==> src/rtl/nx_ctrl_arbiter.sv <==
// Round-robin arbiter sharing the nx_node_store control port between REQUESTERS clients.
// Optional locked read-modify-write sequences are built when NX_CTRL_ARB_LOCK_EN is defined.
module nx_ctrl_arbiter #(
    parameter  int unsigned CTRL_WIDTH = 12,
    parameter  int unsigned MAX_CTRL   = 512,
    parameter  int unsigned REQUESTERS = 2,
    localparam int unsigned ADDR_W     = $clog2(MAX_CTRL)
) (
    input  logic                                   clk_i,
    input  logic                                   rst_i,
    input  logic [REQUESTERS-1:0][ADDR_W-1:0]      req_addr_i,
    input  logic [REQUESTERS-1:0][CTRL_WIDTH-1:0]  req_wr_data_i,
    input  logic [REQUESTERS-1:0]                  req_wr_en_i,
    input  logic [REQUESTERS-1:0]                  req_rd_en_i,
    input  logic [REQUESTERS-1:0]                  req_lock_i,
    output logic [REQUESTERS-1:0]                  req_gnt_o,
    output logic [REQUESTERS-1:0]                  req_rd_valid_o,
    output logic [CTRL_WIDTH-1:0]                  req_rd_data_o,
    output logic [ADDR_W-1:0]                      ctrl_addr_o,
    output logic [CTRL_WIDTH-1:0]                  ctrl_wr_data_o,
    output logic                                   ctrl_wr_en_o,
    output logic                                   ctrl_rd_en_o,
    input  logic [CTRL_WIDTH-1:0]                  ctrl_rd_data_i
);

    localparam int unsigned PTR_W = $clog2(REQUESTERS);

    logic [PTR_W-1:0]      ptr_q, ptr_d;
    logic [REQUESTERS-1:0] rd_owner_q, rd_owner_d;
    logic [REQUESTERS-1:0] req_act_c;
    logic [REQUESTERS-1:0] elig_c;
    logic [REQUESTERS-1:0] gnt_c;
    logic [PTR_W-1:0]      gnt_idx_c;
    logic [PTR_W-1:0]      cand_c;
    logic                  gnt_any_c;

    function automatic logic [PTR_W-1:0] ptr_after(input logic [PTR_W-1:0] idx);
        return PTR_W'((32'(idx) + 32'd1) % REQUESTERS);
    endfunction

    assign req_act_c = req_wr_en_i | req_rd_en_i;

`ifdef NX_CTRL_ARB_LOCK_EN
    typedef enum logic {
        LK_FREE = 1'b0,
        LK_HELD = 1'b1
    } lock_state_e;

    lock_state_e           lk_state_q, lk_state_d;
    logic [PTR_W-1:0]      lk_owner_q, lk_owner_d;
    logic [REQUESTERS-1:0] lk_mask_c;

    // While a lock is held only its owner may be granted
    always_comb begin
        lk_mask_c = '1;
        if (lk_state_q == LK_HELD) begin
            lk_mask_c             = '0;
            lk_mask_c[lk_owner_q] = 1'b1;
        end
    end

    assign elig_c = req_act_c & lk_mask_c;
`else
    logic unused_lock_c;

    assign unused_lock_c = ^req_lock_i;
    assign elig_c        = req_act_c;
`endif

    // First eligible client at or after ptr, wrapping; nothing is granted in reset
    always_comb begin
        gnt_c     = '0;
        gnt_idx_c = '0;
        gnt_any_c = 1'b0;
        cand_c    = '0;
        for (int k = 0; k < REQUESTERS; k++) begin
            cand_c = PTR_W'((32'(ptr_q) + 32'(k)) % REQUESTERS);
            if (!gnt_any_c && !rst_i && elig_c[cand_c]) begin
                gnt_any_c = 1'b1;
                gnt_idx_c = cand_c;
            end
        end
        if (gnt_any_c) begin
            gnt_c[gnt_idx_c] = 1'b1;
        end
    end

    // A write wins over a simultaneous read from the same client
    always_comb begin
        ctrl_addr_o    = '0;
        ctrl_wr_data_o = '0;
        ctrl_wr_en_o   = 1'b0;
        ctrl_rd_en_o   = 1'b0;
        if (gnt_any_c) begin
            ctrl_addr_o    = req_addr_i[gnt_idx_c];
            ctrl_wr_data_o = req_wr_data_i[gnt_idx_c];
            ctrl_wr_en_o   = req_wr_en_i[gnt_idx_c];
            ctrl_rd_en_o   = req_rd_en_i[gnt_idx_c] & ~req_wr_en_i[gnt_idx_c];
        end
    end

    assign req_gnt_o      = gnt_c;
    assign req_rd_valid_o = rst_i ? '0 : rd_owner_q;
    assign req_rd_data_o  = ctrl_rd_data_i;

    always_comb begin
        ptr_d      = ptr_q;
        rd_owner_d = ctrl_rd_en_o ? gnt_c : '0;
`ifdef NX_CTRL_ARB_LOCK_EN
        lk_state_d = lk_state_q;
        lk_owner_d = lk_owner_q;
        // The pointer only moves past a client once it has given up the port
        case (lk_state_q)
            LK_FREE: begin
                if (gnt_any_c) begin
                    if (req_lock_i[gnt_idx_c]) begin
                        lk_state_d = LK_HELD;
                        lk_owner_d = gnt_idx_c;
                    end else begin
                        ptr_d = ptr_after(gnt_idx_c);
                    end
                end
            end
            LK_HELD: begin
                if (!req_lock_i[lk_owner_q]) begin
                    lk_state_d = LK_FREE;
                    ptr_d      = ptr_after(lk_owner_q);
                end
            end
        endcase
`else
        if (gnt_any_c) begin
            ptr_d = ptr_after(gnt_idx_c);
        end
`endif
    end

    always_ff @(posedge clk_i) begin
        if (rst_i) begin
            ptr_q      <= '0;
            rd_owner_q <= '0;
`ifdef NX_CTRL_ARB_LOCK_EN
            lk_state_q <= LK_FREE;
            lk_owner_q <= '0;
`endif
        end else begin
            ptr_q      <= ptr_d;
            rd_owner_q <= rd_owner_d;
`ifdef NX_CTRL_ARB_LOCK_EN
            lk_state_q <= lk_state_d;
            lk_owner_q <= lk_owner_d;
`endif
        end
    end

endmodule

==> config.mk <==
export PLATFORM = sky130hd
export DESIGN_NAME = nx_ctrl_arbiter
export DESIGN_NICKNAME = d
export VERILOG_FILES = /design/src/rtl/nx_ctrl_arbiter.sv
export SDC_FILE = /design/constraint.sdc
export NUM_CORES = 1
export LEC_CHECK = 0
export CORE_MARGIN = 1
export CORE_UTILIZATION = 17
export CTS_BUF_LIST = sky130_fd_sc_hd__clkbuf_8 sky130_fd_sc_hd__clkbuf_16
export DETAILED_ROUTE_END_ITERATION = 6
export GPL_TIMING_DRIVEN = 0
export PLACE_DENSITY = 0.85
export SLEW_MARGIN = 20
export SYNTH_ARGS = -nofsm -noshare
export SYNTH_HDL_FRONTEND = slang
export SYNTH_SLANG_ARGS = --single-unit
==> constraint.sdc <==
create_clock -name clk_i -period 1.6 [get_ports clk_i]
set_clock_uncertainty 0.2 [all_clocks]
set_input_delay 0.32 -clock clk_i [delete_from_list [all_inputs] [get_ports clk_i]]
set_output_delay 0.32 -clock clk_i [all_outputs]
set_load 0.03 [all_outputs]
==> key figures, run 1 <==
Outcome
  – Failing checks: DRC, setup timing
  – Result of the run: finished with violations

Floorplanning
  – Core ar.: 2830 sq um
  – Number of primary I/O pins: 101
  – Starting density of the core: 18.4%
  – Die outline area: 3280 sq um
  – Site Rows: 19
  – Die boundary width: 57.3 um
  – Chip Height: 57.3 um

Timing
  – Final worst setup slack: -0.393 ns
  – Slew at the pin closest to its max-slew limit: 0.328 ns
  – Share of the cycle needed by the critical path after routing: 125%
  – Number of failing hold endpoints at the final stage: 0
  – Slew HR: 78.1%
  – Number of setup violations in the final report: 25
  – Final critical delay including setup and external delays: 1.99 ns
  – Max frequency: 0.502 GHz
  – Setup repair after global routing missed its margin: true
  – Post-route setup TNS: -8.71 ns
  – Count of pins over their slew limit: 0

Logic synthesis
  – Proportion of synthesized area in mux cells: 0%
  – Number of unique standard cell types used by synthesis: 21
  – Largest area contributor in the netlist: sky130_fd_sc_hd__a22o_1
  – Commonest cells in the netlist: sky130_fd_sc_hd__a22o_1, sky130_fd_sc_hd__buf_4, sky130_fd_sc_hd__a22o_2
  – Portion of synthesized cell area occupied by the leading cell type: 25.3%
  – Number of enable-type register cells in the synthesized netlist: 0
  – Xor and xnor area share after synthesis: 0%
  – Cell with the most instances after synthesis: sky130_fd_sc_hd__a22o_1
  – Adder-cell area share of the yosys netlist: 0%
  – Primary FF master, synth: sky130_fd_sc_hd__dfxtp_1
  – Synthesized area per cell: 8.37 sq um
  – Nets in the synthesized netlist: 124
  – Ys Warns: 0
  – Async set or reset register ratio after synthesis: 0%
  – Area share of and/or/nand/nor cells after synthesis: 15.4%
  – Number of register bits inferred by synthesis: 3
  – Proportion of synthesized chip area in sequential cells: 11.6%
  – Syn Std Cell Area: 519 sq um
  – Cell count after synthesis: 62
  – Combinational family with the most area after synthesis: compound AO/OA/AOI/OAI gates
  – Top area cells in the synthesized netlist: sky130_fd_sc_hd__a22o_1, sky130_fd_sc_hd__buf_4, sky130_fd_sc_hd__a22o_2
  – Compound-Gate Fraction of Synth Area: 47.7%

Clock tree
  – Max Buffers Root-to-Sink: 2
  – Clock root buffer master: sky130_fd_sc_hd__clkbuf_8
  – Sinks on Clock Net: 3
  – Clock-pin transition on the worst setup and hold timing paths: 0.03 ns
  – Maximum level of the CTS H-tree: 1
  – CTS Buf Count: 3
  – Skew-Pair Late Insertion Delay: 0.21 ns
  – Hold-fix buffer count after cts: 0
  – Clock tree from TritonCTS: done

Setup path
  – Worst stage delay on the critical path: 0.35 ns
  – Required time of the critical path: 1.08 ns
  – Capturing element type of the critical path: output pin
  – Critical Path Fanout Max: 5
  – Critical Path Source Type: register
  – Reg2Reg Launch Point: ptr_q$_SDFFE_PP0P_
  – Reg2Reg Depth: 4
  – Critical setup path kind: reg2out
  – Slowest cell on crit path: sky130_fd_sc_hd__dfxtp_4
  – Dominant cell type by count on the critical path: sky130_fd_sc_hd__buf_6
  – Critical R2R Capture: rd_owner_q[0]$_SDFF_PP0_
  – Data arrival time of the critical path: 1.47 ns
  – Family with the most delay on the worst path: compound AO/OA/AOI/OAI gates
  – Sum of buffers and inverters on the critical path: 3
  – CP Cell Sequence: o21ba_4 -> nor3_4 -> buf_6 -> buf_6 -> a22o_4 -> buf_6
  – Register-to-Register Setup Slack: 0.42 ns

Global route
  – All-Layer GR Usage: 18.1%
  – Global-route wire length before repair: 4500 um
  – Total grt overflow: 0
  – Largest net degree at the start of global routing: 11
  – Antenna violations before repair: 0
  – Via count of the first global-routing pass: 966

Final layout
  – Area growth from synthesis to layout: 247%
  – Proportion of layout cells with a drive suffix above 1: 56.1%
  – Final layout net count: 227
  – Final design utilization: 63.8%
  – Antenna cells: 0

Pwr
  – PwrDens: 548 nW/um^2
  – Overall power: 0.000988 W
  – Peak supply drop: 262 uV
  – Leakage dissipation: 0.841 nW

Route
  – Final wirelength: 2860 um
  – Number of nets still failing antenna checks after routing: 0
  – Number of iterations in the first detailed-routing pass: 6
  – Post-detailed-route wirelength per cell: 14.7 um
  – Via-per-instance ratio: 4.73
  – DRC violation count after routing: 8
  – Vias after detailed routing: 923
  – Count of routing violations after the opening detailed-route iteration: 38

Worst hold path
  – Type of the worst min-delay path: in2reg
  – Hold path endpoint: ptr_q$_SDFFE_PP0P_
  – Number of cells on the worst hold path: 2
  – HP Start: rst_i

Place
  – HPWL after detailed placement: 2170 um
  – Number of buffers inserted by port buffering: 85
  – Placement-stage worst setup slack: -1.29 ns
  – Final Wtd Congestion: 0.751

Run
  – Number of violations of the max-capacitance limit: 0
-- how the worst max path moves through the flow --
| stage | start | slack, ns | end | depth (start not counted) |
|---|---|---|---|---|
| after floorplan | req_rd_en_i[0] | -0.10 | ctrl_addr_o[2] | 4 |
| after global placement | req_wr_en_i[1] | -1.24 | ctrl_addr_o[2] | 6 |
| after CTS | ptr_q$_SDFFE_PP0P_ | -0.40 | ctrl_wr_data_o[0] | 6 |
| after detailed placement | req_wr_en_i[1] | -1.29 | ctrl_addr_o[1] | 6 |
| final | ptr_q$_SDFFE_PP0P_ | -0.39 | ctrl_wr_data_o[0] | 6 |
| after global routing | ptr_q$_SDFFE_PP0P_ | -0.44 | ctrl_wr_data_o[7] | 6 |
-- layout make-up --
type	count	area, sq um
multi-input combinational	41	522
tap	31	38.8
timing repair buffer	98	985
inverter	1	3.75
buffer	17	146
fill	226	1020
clock inverter	1	3.75
clock buffer	3	41.3
sequential	3	63.8
-- stage by stage --
| stage | area (sq um) | hold slack, ns | std cells |
|---|---|---|---|
| finish | 1800 | 0.151 | 195 |
| global route | 1800 | 0.153 | 195 |
| CTS | 1770 | 0.126 | 193 |
| detailed placement | 1530 | 0.353 | 178 |
| global placement | 1530 | 0.328 | 178 |
| floorplan | 641 | 0.198 | 62 |
-- cells by family (layout without fill, tap and decap cells) --
logic type | count (synthesis) | in the layout
buffers and inverters | 18 | 120
DFF | 3 | 3
AOI/OAI and AO/OA | 28 | 28
and+or+nand+nor | 13 | 13
-- flip-flops by register name, summed over array words and instances (netlist names) --
signal      count
rd_owner_q      2
ptr_q           1
-- layer usage --
| layer | part of all wire (%) | global-route usage (%) | wire [um] | vias up |
|---|---|---|---|---|
| met5 | 0 | 0 | 0 | - |
| met4 | 0.77 | 6.27 | 22 | 0 |
| met3 | 8.9 | 3.85 | 256 | 2 |
| met2 | 58 | 37.1 | 1650 | 73 |
| met1 | 33 | 17.3 | 933 | 416 |
| li1 | - | - | - | 432 |
-- report_power, final --
group,switching [W],leakage [nW],internal [W]
combinational,0.000310,0.789,0.000386
sequential,0.00000314,0.0253,0.0000797
clock,0.0000469,0.0269,0.000163
total,0.000360,0.841,0.000629
-- placed cells by master, fill, tap and decap left out, drive strengths merged --
cell,instances
o21ba,1
inv,2
dlymetal6s2s,1
a211o,1
nor2b,2
nand2b,1
nor4,1
nor3,4
o31ai,1
a22o,21
o21ai,1
a21oi,2
clkbuf,3
dfxtp,3
buf,59
nand2,1
clkdlybuf4s50,53
nor2,4
clkdlybuf4s15,2
o21a,1
-- timing repair --
action | in CTS | in global routing
setup buffers | 7 | 2
cloned | 4 | 0
resized for setup | 216 | 7
pin swaps | 15 | 0
setup endpoints to repair | 27 | 28
No activity file was read; power rests on OpenSTA's default activity.
==> inputs of run 2 (changes only) <==
--- a/config.mk
+++ b/config.mk
@@ -8,6 +8,7 @@
 export CORE_MARGIN = 1
 export CORE_UTILIZATION = 17
 export CTS_BUF_LIST = sky130_fd_sc_hd__clkbuf_8 sky130_fd_sc_hd__clkbuf_16
+export CTS_CLUSTER_DIAMETER = 200
 export DETAILED_ROUTE_END_ITERATION = 6
 export GPL_TIMING_DRIVEN = 0
 export PLACE_DENSITY = 0.85
==> results of run 2 <==
Final layout, timing and power as in run 1 (identical DEF).
